**config.mk**
```make
export PLATFORM = sky130hd
export DESIGN_NAME = debounce_sync
export DESIGN_NICKNAME = d
export VERILOG_FILES = /design/src/rtl/debounce_sync.sv
export SDC_FILE = /design/constraint.sdc
export NUM_CORES = 1
export LEC_CHECK = 0
export CAP_MARGIN = 20
export CORE_AREA = 5 5 42 44
export DETAILED_ROUTE_END_ITERATION = 7
export DIE_AREA = 0 0 47 49
export PLACE_DENSITY = 0.5
export SLEW_MARGIN = 20
export SYNTH_ARGS = -nofsm -noshare
export SYNTH_HDL_FRONTEND = slang
export SYNTH_SLANG_ARGS = --single-unit
```
**constraint.sdc**
```tcl
create_clock -name clk -period 1.9 [get_ports clk]
set_input_delay 0.475 -clock clk [delete_from_list [all_inputs] [get_ports clk]]
set_output_delay 0.475 -clock clk [all_outputs]
set_load 0.1 [all_outputs]
```
**src/rtl/debounce_sync.sv**
```systemverilog
// Debouncer for a raw asynchronous 1-bit input: synchronizer chain, then a
// qualification FSM that only lets q follow a level held for STABLE_CYCLES clocks.
module debounce_sync #(
  parameter int   SYNC_STAGES   = 2,
  parameter int   STABLE_CYCLES = 16,
  parameter logic RESET_LEVEL   = 1'b0
) (
  input  logic clk,
  input  logic rst,
  input  logic din,
  output logic q,
  output logic rise,
  output logic fall,
  output logic busy
);

  localparam int            CW       = $clog2(STABLE_CYCLES + 1);
  localparam logic [CW-1:0] CNT_ZERO = CW'(0);
  localparam logic [CW-1:0] CNT_ONE  = CW'(1);
  localparam logic [CW-1:0] CNT_LAST = CW'(STABLE_CYCLES - 1);
  localparam logic          DIRECT   = (STABLE_CYCLES == 1);

  typedef enum logic {
    STABLE = 1'b0,
    CHECK  = 1'b1
  } state_t;

  logic [SYNC_STAGES-1:0] sync_r;
  logic                   s_s;
  state_t                 state_r, state_nx;
  logic [CW-1:0]          cnt_r, cnt_nx;
  logic                   q_r, q_nx;
  logic                   rise_r, rise_nx;
  logic                   fall_r, fall_nx;
  logic                   busy_r, busy_nx;
  logic                   upd_s;

  assign s_s = sync_r[SYNC_STAGES-1];

  // Synchronizer chain: flops only between din and s.
  always_ff @(posedge clk or posedge rst) begin
    if (rst) begin
      sync_r <= {SYNC_STAGES{RESET_LEVEL}};
    end else begin
      sync_r <= {sync_r[SYNC_STAGES-2:0], din};
    end
  end

  // Qualification FSM next-state and output decode.
  always_comb begin
    state_nx = state_r;
    cnt_nx   = cnt_r;
    upd_s    = 1'b0;
    case (state_r)
      STABLE: begin
        if (s_s != q_r) begin
          if (DIRECT) begin
            upd_s = 1'b1;
          end else begin
            cnt_nx   = CNT_ONE;
            state_nx = CHECK;
          end
        end else begin
          cnt_nx = CNT_ZERO;
        end
      end
      CHECK: begin
        // Any return to q discards all accumulated credit.
        if (s_s == q_r) begin
          cnt_nx   = CNT_ZERO;
          state_nx = STABLE;
        end else if (cnt_r == CNT_LAST) begin
          upd_s    = 1'b1;
          cnt_nx   = CNT_ZERO;
          state_nx = STABLE;
        end else begin
          cnt_nx = cnt_r + CNT_ONE;
        end
      end
      default: begin
        cnt_nx   = CNT_ZERO;
        state_nx = STABLE;
      end
    endcase
    q_nx    = upd_s ? s_s : q_r;
    rise_nx = upd_s & s_s;
    fall_nx = upd_s & ~s_s;
    busy_nx = (state_nx == CHECK);
  end

  // State, counter and registered outputs.
  always_ff @(posedge clk or posedge rst) begin
    if (rst) begin
      state_r <= STABLE;
      cnt_r   <= CNT_ZERO;
      q_r     <= RESET_LEVEL;
      rise_r  <= 1'b0;
      fall_r  <= 1'b0;
      busy_r  <= 1'b0;
    end else begin
      state_r <= state_nx;
      cnt_r   <= cnt_nx;
      q_r     <= q_nx;
      rise_r  <= rise_nx;
      fall_r  <= fall_nx;
      busy_r  <= busy_nx;
    end
  end

  assign q    = q_r;
  assign rise = rise_r;
  assign fall = fall_r;
  assign busy = busy_r;

endmodule

```
==> flow_results.org, run 1 <==
** Detailed routing
- Total via count in the routed design :: 270
- Number of remaining DRC errors :: 0
- For this block, the routed nets add up to 657 microns of wire.
- Number of routed nets with antenna violations :: 0
- First-pass detailed-route iteration total :: 4
- In the routed layout, each cell is associated on average with a via count of 4.66.
- First-iteration detailed-routing DRC count :: 2
- Routed wire per std cell :: 11.3 microns

** Setup path
- Critical-path maximum fanout :: 5
- The critical path in this run is classified as reg -> out.
- On the worst path, the slowest cell contributes a delay of 0.46 ns.
- STA puts the critical path data arrival time at 0.93 ns.
- The worst register-to-register path ends at q.
- Flop2flop setup slack :: 0.52 ns
- At the worst endpoint, the required time is 1.42 ns.
- Cell Chain, Critical Path :: buf_12
- The cell family contributing the most delay on the critical path is flip-flops.
- Measured in cells, the most critical reg-to-reg path has a length of 4.
- Reg-to-reg startpoint :: cnt_r[0]
- Together, buffers and inverters on the worst path number 1.
- Worst setup SP type :: register
- The slowest stage of the critical path is the sky130_fd_sc_hd__dfrtp_1 cell.
- STA classifies the critical path endpoint as a primary output.

** Timing
- Final total negative setup slack :: 0 ns
- Setup violations remaining at the end of the flow were counted as 0.
- Tightest Pin Transition :: 0.390 ns
- The final-report max-slew violation count was 0.
- Worst slew slack as a fraction of its limit :: 73.9%
- Period utilization :: 74.1%
- Setup repair after global routing missed its margin :: false
- On the final layout, the worst hold slack is 0.356 ns.
- The number of hold violations in the final report is 0.
- The smallest clock period supported by the final layout is computed as 1.41 ns.
- Clock skew after layout :: 0.00171 ns
- Max frequency :: 710 MHz

** Layout
- Area growth from synthesis to layout :: 34.6%
- Most frequent standard cell in the layout excluding fill and tap cells :: sky130_fd_sc_hd__dfrtp_1
- Final cell utilization of the core :: 40.6%
- Net count, final :: 47
- In the final layout, the share of cells above drive strength 1 is 23.8%.
- Fill cell count :: 135
- The number of antenna diodes in the final layout is 0.
- Leaving out fill and tap cells, the most frequent cells in the layout are sky130_fd_sc_hd__dfrtp_1 (11), sky130_fd_sc_hd__buf_12 (4), sky130_fd_sc_hd__clkbuf_4 (3).
- The finished layout holds 58 standard cells, fillers aside.

** Synth
- Yosys mapped the design onto 17 distinct sky130hd cell types.
- Yosys printed 0 warnings.
- Summing the sequential cell areas from Yosys gives 65.1% of the chip area.
- Post-synth design cell area :: 423 sq um
- Post-synthesis area per instance :: 13.2 sq um
- Post-synthesis cell count :: 32
- Syn nets :: 36
- Post-synthesis register bit count :: 11

** Place
- Input and output buffers added on the ports amount to 6.
- Weighted congestion reported at the end of routability-driven placement :: 0.711
- In this run, placement finished with an instance count of 54.
- Detailed placement ended at an HPWL of 508 microns.

** Clock tree
- Post-CTS Hold Fix Bufs :: 0
- CTS built an H-tree with a depth of 1.
- TritonCTS clock tree :: built
- Clock-pin slew on the worst setup and hold paths :: 0.07 ns
- Number of sinks driven by the clock tree :: 11
- Cts bufs inserted :: 3
- Clock Tree Root :: sky130_fd_sc_hd__clkbuf_4
- Number of buffers on the longest clock path :: 2
- # Post-CTS Setup Buffers :: 0
- Clock Latency Late Sink :: 0.26 ns
- PostCTS Resize Cnt :: 0

** Global route
- The initial antenna violation count came to 0.
- The first global-routing pass estimated 1180 microns of wire.
- In the global route stage, overall resource usage came out at 7.64%.
- Pin count of the biggest net entering global routing :: 12
- Remaining global-route overflow :: 0
- Vias in the first global route :: 282

** Floorplan
- Io pins :: 7
- Initial standard-cell utilization of the core :: 30.2%
- The core region is 1400 sq um.
- Number of rows created at floorplan :: 14
- The floorplan step set the die width to 47 microns.
- In this run the vertical extent of the chip is 49 microns.
- Full die area :: 2300 sq um

** Worst hold path
- The tightest min-delay check is of the reg -> reg type.
- Along the worst hold path, the cell count comes to 0.
- For hold timing, the worst endpoint is sync_r[1].
- Startpoint of the lowest-slack hold path :: sync_r[0]

** Power and ir drop
- The share of total power dissipated in sequential elements is 57.1%.
- Sw Ratio :: 22.6%
- The worst-case IR drop observed on VDD is 473 uV.
- Cell area power density :: 758 nW/um^2
- Leakage power :: 0.000256 uW
- Internal power comes to 334 uW.
- The clock network is responsible for 35.8% of the overall power.
- Summed over all nets, the switching power comes to 97.7 uW.
- Proportion of power drawn by combinational gates :: 7.2%

** Run
- Number of maximum-capacitance constraint violations :: 0

** Outcome
- The flow ran to the end, and the final reports show no timing, DRC or antenna violations.
-- synthesized netlist by cell type --
cell                      count  area [sq um]
sky130_fd_sc_hd__and2_1       2          12.5
sky130_fd_sc_hd__and4_1       1          8.76
sky130_fd_sc_hd__and4b_4      1          13.8
sky130_fd_sc_hd__dfrtp_1     11           275
sky130_fd_sc_hd__ha_1         1          12.5
sky130_fd_sc_hd__inv_1        1          3.75
sky130_fd_sc_hd__mux2_4       1          15.0
sky130_fd_sc_hd__nand2_1      2          7.51
sky130_fd_sc_hd__nand2_2      1          6.26
sky130_fd_sc_hd__nand3_1      2          10.0
sky130_fd_sc_hd__nor2_1       2          7.51
sky130_fd_sc_hd__nor3_1       1          5.00
sky130_fd_sc_hd__nor3b_1      1          7.51
sky130_fd_sc_hd__nor4_1       1          6.26
sky130_fd_sc_hd__o21ai_0      1          5.00
sky130_fd_sc_hd__xnor2_1      1          8.76
sky130_fd_sc_hd__xor2_1       2          17.5
-- registers in the layout, summed over array words and instances (netlist names) --
| name | count |
|---|---|
| cnt_r | 5 |
| sync_r | 2 |
| busy | 1 |
| fall | 1 |
| q | 1 |
| rise | 1 |
-- power by group through the flow --
stage / logic, uW / clock network [uW] / registers, uW
2_1_floorplan: 11.4 / 0 / 256
3_3_place_gp: 30.4 / 0 / 250
3_5_place_dp: 31.6 / 0 / 251
4_1_cts: 31.6 / 161 / 246
5_1_grt: 34.7 / 173 / 247
6_report: 30.9 / 154 / 246
-- stage by stage --
step	setup WS [ns]	total power, uW	area, sq um
2_1_floorplan	0.268	268	423
3_3_place_gp	0.551	281	543
3_5_place_dp	0.523	282	543
4_1_cts	0.482	439	569
5_1_grt	0.432	455	569
6_report	0.492	432	569
-- area by class of cell --
type,count,area [sq um],area share (%)
inverter,1,3.75,0.659
multi-input combinational,20,144,25.3
tap,16,20.0,3.52
timing repair buffer,6,100,17.6
sequential,11,275,48.4
clock buffer,4,26.3,4.62
-- metal layers --
| layer | GRT usage, % | part of all wire, % |
|---|---|---|
| met3 | 2.21 | 3.3 |
| met4 | 8.29 | 4.1 |
| met5 | 0 | 0 |
| met1 | 7.34 | 43 |
| met2 | 11.5 | 49 |
-- worst max path at each step --
stage | start | to | slack, ns | cells after the start
4_1_cts | busy | busy | 0.48 | 1
2_1_floorplan | q | cnt_r[1] | 0.27 | 3
3_5_place_dp | cnt_r[0] | q | 0.52 | 4
6_report | busy | busy | 0.49 | 1
3_3_place_gp | cnt_r[0] | q | 0.55 | 4
5_1_grt | cnt_r[0] | q | 0.43 | 4
-- cell families (layout without fill, tap and decap cells) --
logic type	after synthesis	in the layout	share of synthesized area (%)
simple gates	14	14	20.1
flops	11	11	65.1
xor+xnor	3	3	6.21
fa+ha+maj	1	1	2.96
compound gates	1	1	1.18
mux	1	1	3.55
buf+inv	1	11	0.887
(Power assumes the default switching activity.)
==> run 2, diff against run 1 <==
--- a/config.mk
+++ b/config.mk
@@ -9,7 +9,7 @@
 export CORE_AREA = 5 5 42 44
 export DETAILED_ROUTE_END_ITERATION = 7
 export DIE_AREA = 0 0 47 49
-export PLACE_DENSITY = 0.5
+export PLACE_DENSITY = 0.52
 export SLEW_MARGIN = 20
 export SYNTH_ARGS = -nofsm -noshare
 export SYNTH_HDL_FRONTEND = slang
==> constraint.sdc (replaced) <==
create_clock -name clk -period 1.15 [get_ports clk]
set_input_delay 0.2875 -clock clk [delete_from_list [all_inputs] [get_ports clk]]
set_output_delay 0.2875 -clock clk [all_outputs]
set_load 0.1 [all_outputs]
==> run 2 against run 1 <==
Against the previous run:
- the flow now finishes with violations (negative setup slack)
- clock power increased by 69%
- sequential power increased by 65%
- non-clock buffer count increased by 16
- flip-flop and latch count unchanged
- critical endpoint is now q
- power increased by 75%
- clock-buffer cell count unchanged
- final area increased by 34%
- die area unchanged
- core utilization increased by 14 points
==> flow_results.org, run 2 (synthesis gave the netlist of run 1 again) <==
** Global route
- Remaining global-route overflow :: 0 (unchanged)
- Grt peak-use layer :: met2 (unchanged)
- Vias in the first global route :: 378 (was 282)
- Met1 usage in global routing :: 10.2% (was 7.34%)
- The global-route total usage across every layer is 9.67% (was 7.64%).
- First-pass GRT wire length :: 1540 microns (was 1180 microns)
- Met2 capacity usage during global routing :: 15.8% (was 11.5%)
- Pin count of the biggest net entering global routing :: 12 (unchanged)
- The met3 track utilization from global routing is 3.32% (was 2.21%).
- The initial antenna violation count was 0 (unchanged).

** Detailed routing
- Routed wire per std cell :: 13.9 microns (was 11.3 microns)
- Number of routed nets with antenna violations :: 0 (unchanged)
- Number of remaining DRC errors :: 0 (unchanged)
- The total detailed-routing wirelength is 1030 microns (was 657 microns).
- Average vias per placed instance :: 4.70 (was 4.66)
- The routed via count is 348 (was 270).
- First-iteration detailed-routing DRC count :: 4 (was 2)
- First-pass detailed-route iteration total :: 2 (was 4)

** Worst hold path
- The path category of the worst min-delay check is in -> async (was reg -> reg).

** Clock tree
- The maximum buffer depth of the clock tree came to 2 (unchanged).
- The number of clock sinks came to 11 (unchanged).
- The number of buffers inserted during clock tree synthesis was 3 (unchanged).
- The clock slew at the register clock pins of the worst setup and hold paths was 0.07 ns (about the same).
- Clock Tree Root :: sky130_fd_sc_hd__clkbuf_4 (unchanged)
- The worst-skew pair later-pin latency came to 0.26 ns (about the same).
- TritonCTS clock tree :: built (unchanged)
- Number of H-tree levels :: 1 (unchanged)

** Floorplan
- The die height was 49 microns (unchanged).
- The die area came to 2300 sq um (unchanged).
- Core outline area :: 1400 sq um (unchanged)
- Die width :: 47 microns (unchanged)
- The number of primary I/O pins came to 7 (unchanged).
- Initial standard-cell utilization of the core :: 30.2% (unchanged)
- The cell row count was 14 (unchanged).

** Setup path
- The reg-to-reg startpoint is q (was cnt_r[0]).
- The worst reg-to-reg path cell count is 5 (was 4).
- Flop2flop setup slack :: -0.15 ns (was 0.52 ns)
- The first element of the critical path is q (was busy).
- Cell Chain, Critical Path :: buf_6 > buf_12 (was buf_12)
- Timing endpoint of the critical path :: q (was busy)
- Critical-path maximum fanout :: 2 (was 5)
- The cell class contributing the biggest share of worst-path delay was flip-flops (unchanged).
- The required time at the endpoint of the critical path came to 0.86 ns (was 1.42 ns).
- The worst-path cell with the longest stage delay is sky130_fd_sc_hd__dfrtp_4 (was sky130_fd_sc_hd__dfrtp_1).
- The critical path class is reg -> out (unchanged).
- The critical path buffer and inverter count was 2 (was 1).
- CP Depth :: 2 (was 1)
- The critical register-to-register path endpoint was cnt_r[1] (was q).
- The kind of end point of the critical path is a primary output (unchanged).
- The startpoint type of the worst setup path is a register (unchanged).
- Worst path arrival time :: 1.05 ns (was 0.93 ns)
- Worst stage delay on the critical path :: 0.50 ns (was 0.46 ns)

** Timing
- Final number of setup-violating endpoints :: 11 (was 0)
- The worst relative slew slack was 87.4% (was 73.9%).
- Final worst slack :: -0.183 ns (was 0.492 ns)
- The number of hold violations in the final report is 0 (unchanged).
- Period utilization :: 116%
- Final count of pins violating max slew :: 0 (unchanged)
- The tightest hold margin was 0.302 ns (was 0.356 ns).
- Setup repair after global routing missed its margin: true (was false).
- Tightest Pin Transition :: 0.189 ns (was 0.390 ns)
- The worst-case clock skew is 0.00113 ns (was 0.00171 ns).
- The routed design could run at a clock period as short as 1.33 ns.
- Max frequency :: 750 MHz

** Layout
- The number of flip-flops in the largest register came to 5 (unchanged).
- The final net count was 63 (was 47).
- Most frequent standard cell in the layout excluding fill and tap cells :: sky130_fd_sc_hd__buf_4 (was sky130_fd_sc_hd__dfrtp_1)
- Most flops, register :: cnt_r (unchanged)
- # diodes :: 0 (unchanged)
- The share of layout cells above drive strength 1 came to 63.8% (was 23.8%).
- Area growth from synthesis to layout :: 79.9% (was 34.6%)
- Most used cells in the layout excluding fill and tap cells: sky130_fd_sc_hd__buf_4 (13), sky130_fd_sc_hd__dfrtp_1 (7), sky130_fd_sc_hd__buf_12 (4) (was sky130_fd_sc_hd__dfrtp_1 (11), sky130_fd_sc_hd__buf_12 (4), sky130_fd_sc_hd__clkbuf_4 (3)).
- Final cell utilization of the core :: 54.3% (was 40.6%)
- Biggest registers after layout: cnt_r: 5 flops, sync_r: 2 flops (unchanged).

** Outcome
- Outcome: finished with violations (was complete, no violations).
- The checks that failed: negative setup slack.

** Power and ir drop
- Cell area power density :: 993 nW/um^2 (was 758 nW/um^2)
- VDD IR max :: 508 uV (was 473 uV)
- Leakage power :: 0.000353 uW (was 0.000256 uW)

** Place
- Weighted congestion reported at the end of routability-driven placement :: 0.739 (was 0.711)
- The estimated wirelength of the detail-placed design is 606 microns (was 508 microns).
- The number of I/O port buffers came to 6 (unchanged).

** Run
- The number of maximum-capacitance constraint violations came to 0 (unchanged).
run 2: cell types whose count changed in the layout (fill, tap and decap cells not counted), sizes merged:
cell | before | now
buf | 4 | 20
run 2: how the worst min path moves through the flow:
stage | from | endpoint | depth (start not counted)
after floorplan | rst | cnt_r[0] | 1
after global placement | sync_r[0] | sync_r[1] | 0
after detailed placement | sync_r[0] | sync_r[1] | 0
after CTS | rst | rise | 3
after global routing | rst | rise | 3
final | rst | rise | 3
run 2: cell type report:
cell class	count	area [sq um]
Sequential cell	11	283
Timing Repair Buffer	22	231
Multi-Input combinational cell	20	196
Tap cell	16	20.0
Inverter	1	3.75
Fill cell	115	641
Clock buffer	4	26.3
run 2: timing repair:
item | in CTS | in global routing
hold endpoints to repair | 0 | 0
buffers inserted | 4 | 4
gates resized for setup | 9 | 3
pin swaps | 8 | 4
hold buffers | 0 | 0
setup endpoints to repair | 7 | 13
run 2: metal layers:
layer,vias to the layer above,part of all wire [%]
met2,8,55
met4,0,1.1
met5,-,0
met3,2,4.9
li1,164,-
met1,174,39
run 2: worst reg2reg max path: cells and delay by family (launching register included):
kind                      cells  cell delay [ns]
DFF                           1             0.50
and+or+nand+nor               2             0.29
buffers and inverters         2             0.26
xor gates and xnor gates      1             0.18
run 2: metrics by stage:
step                      std cells  total power [uW]  setup WS [ns]  TNS (ns)  cell area (sq um)
after floorplan                  32               445         -0.134    -0.291                440
after detailed placement         63               478         -0.122    -0.221                628
after global placement           63               477         -0.119    -0.134                628
after global routing             74               794         -0.207     -1.57                761
after CTS                        71               756         -0.177    -0.771                729
final                            74               756         -0.183     -1.12                761
run 2: power by group:
part | switching, uW | total [uW] | internal, uW
Clock | 127 | 261 | 134
Combinational | 43.5 | 89.7 | 46.1
Sequential | 8.18 | 405 | 397
==> run 3, diff against run 2 <==
--- a/config.mk
+++ b/config.mk
@@ -10,7 +10,6 @@
 export DETAILED_ROUTE_END_ITERATION = 7
 export DIE_AREA = 0 0 47 49
 export PLACE_DENSITY = 0.52
-export SLEW_MARGIN = 20
 export SYNTH_ARGS = -nofsm -noshare
 export SYNTH_HDL_FRONTEND = slang
 export SYNTH_SLANG_ARGS = --single-unit
==> results of run 3 <==
The final DEF is identical to that of run 2; final timing and power are the same.
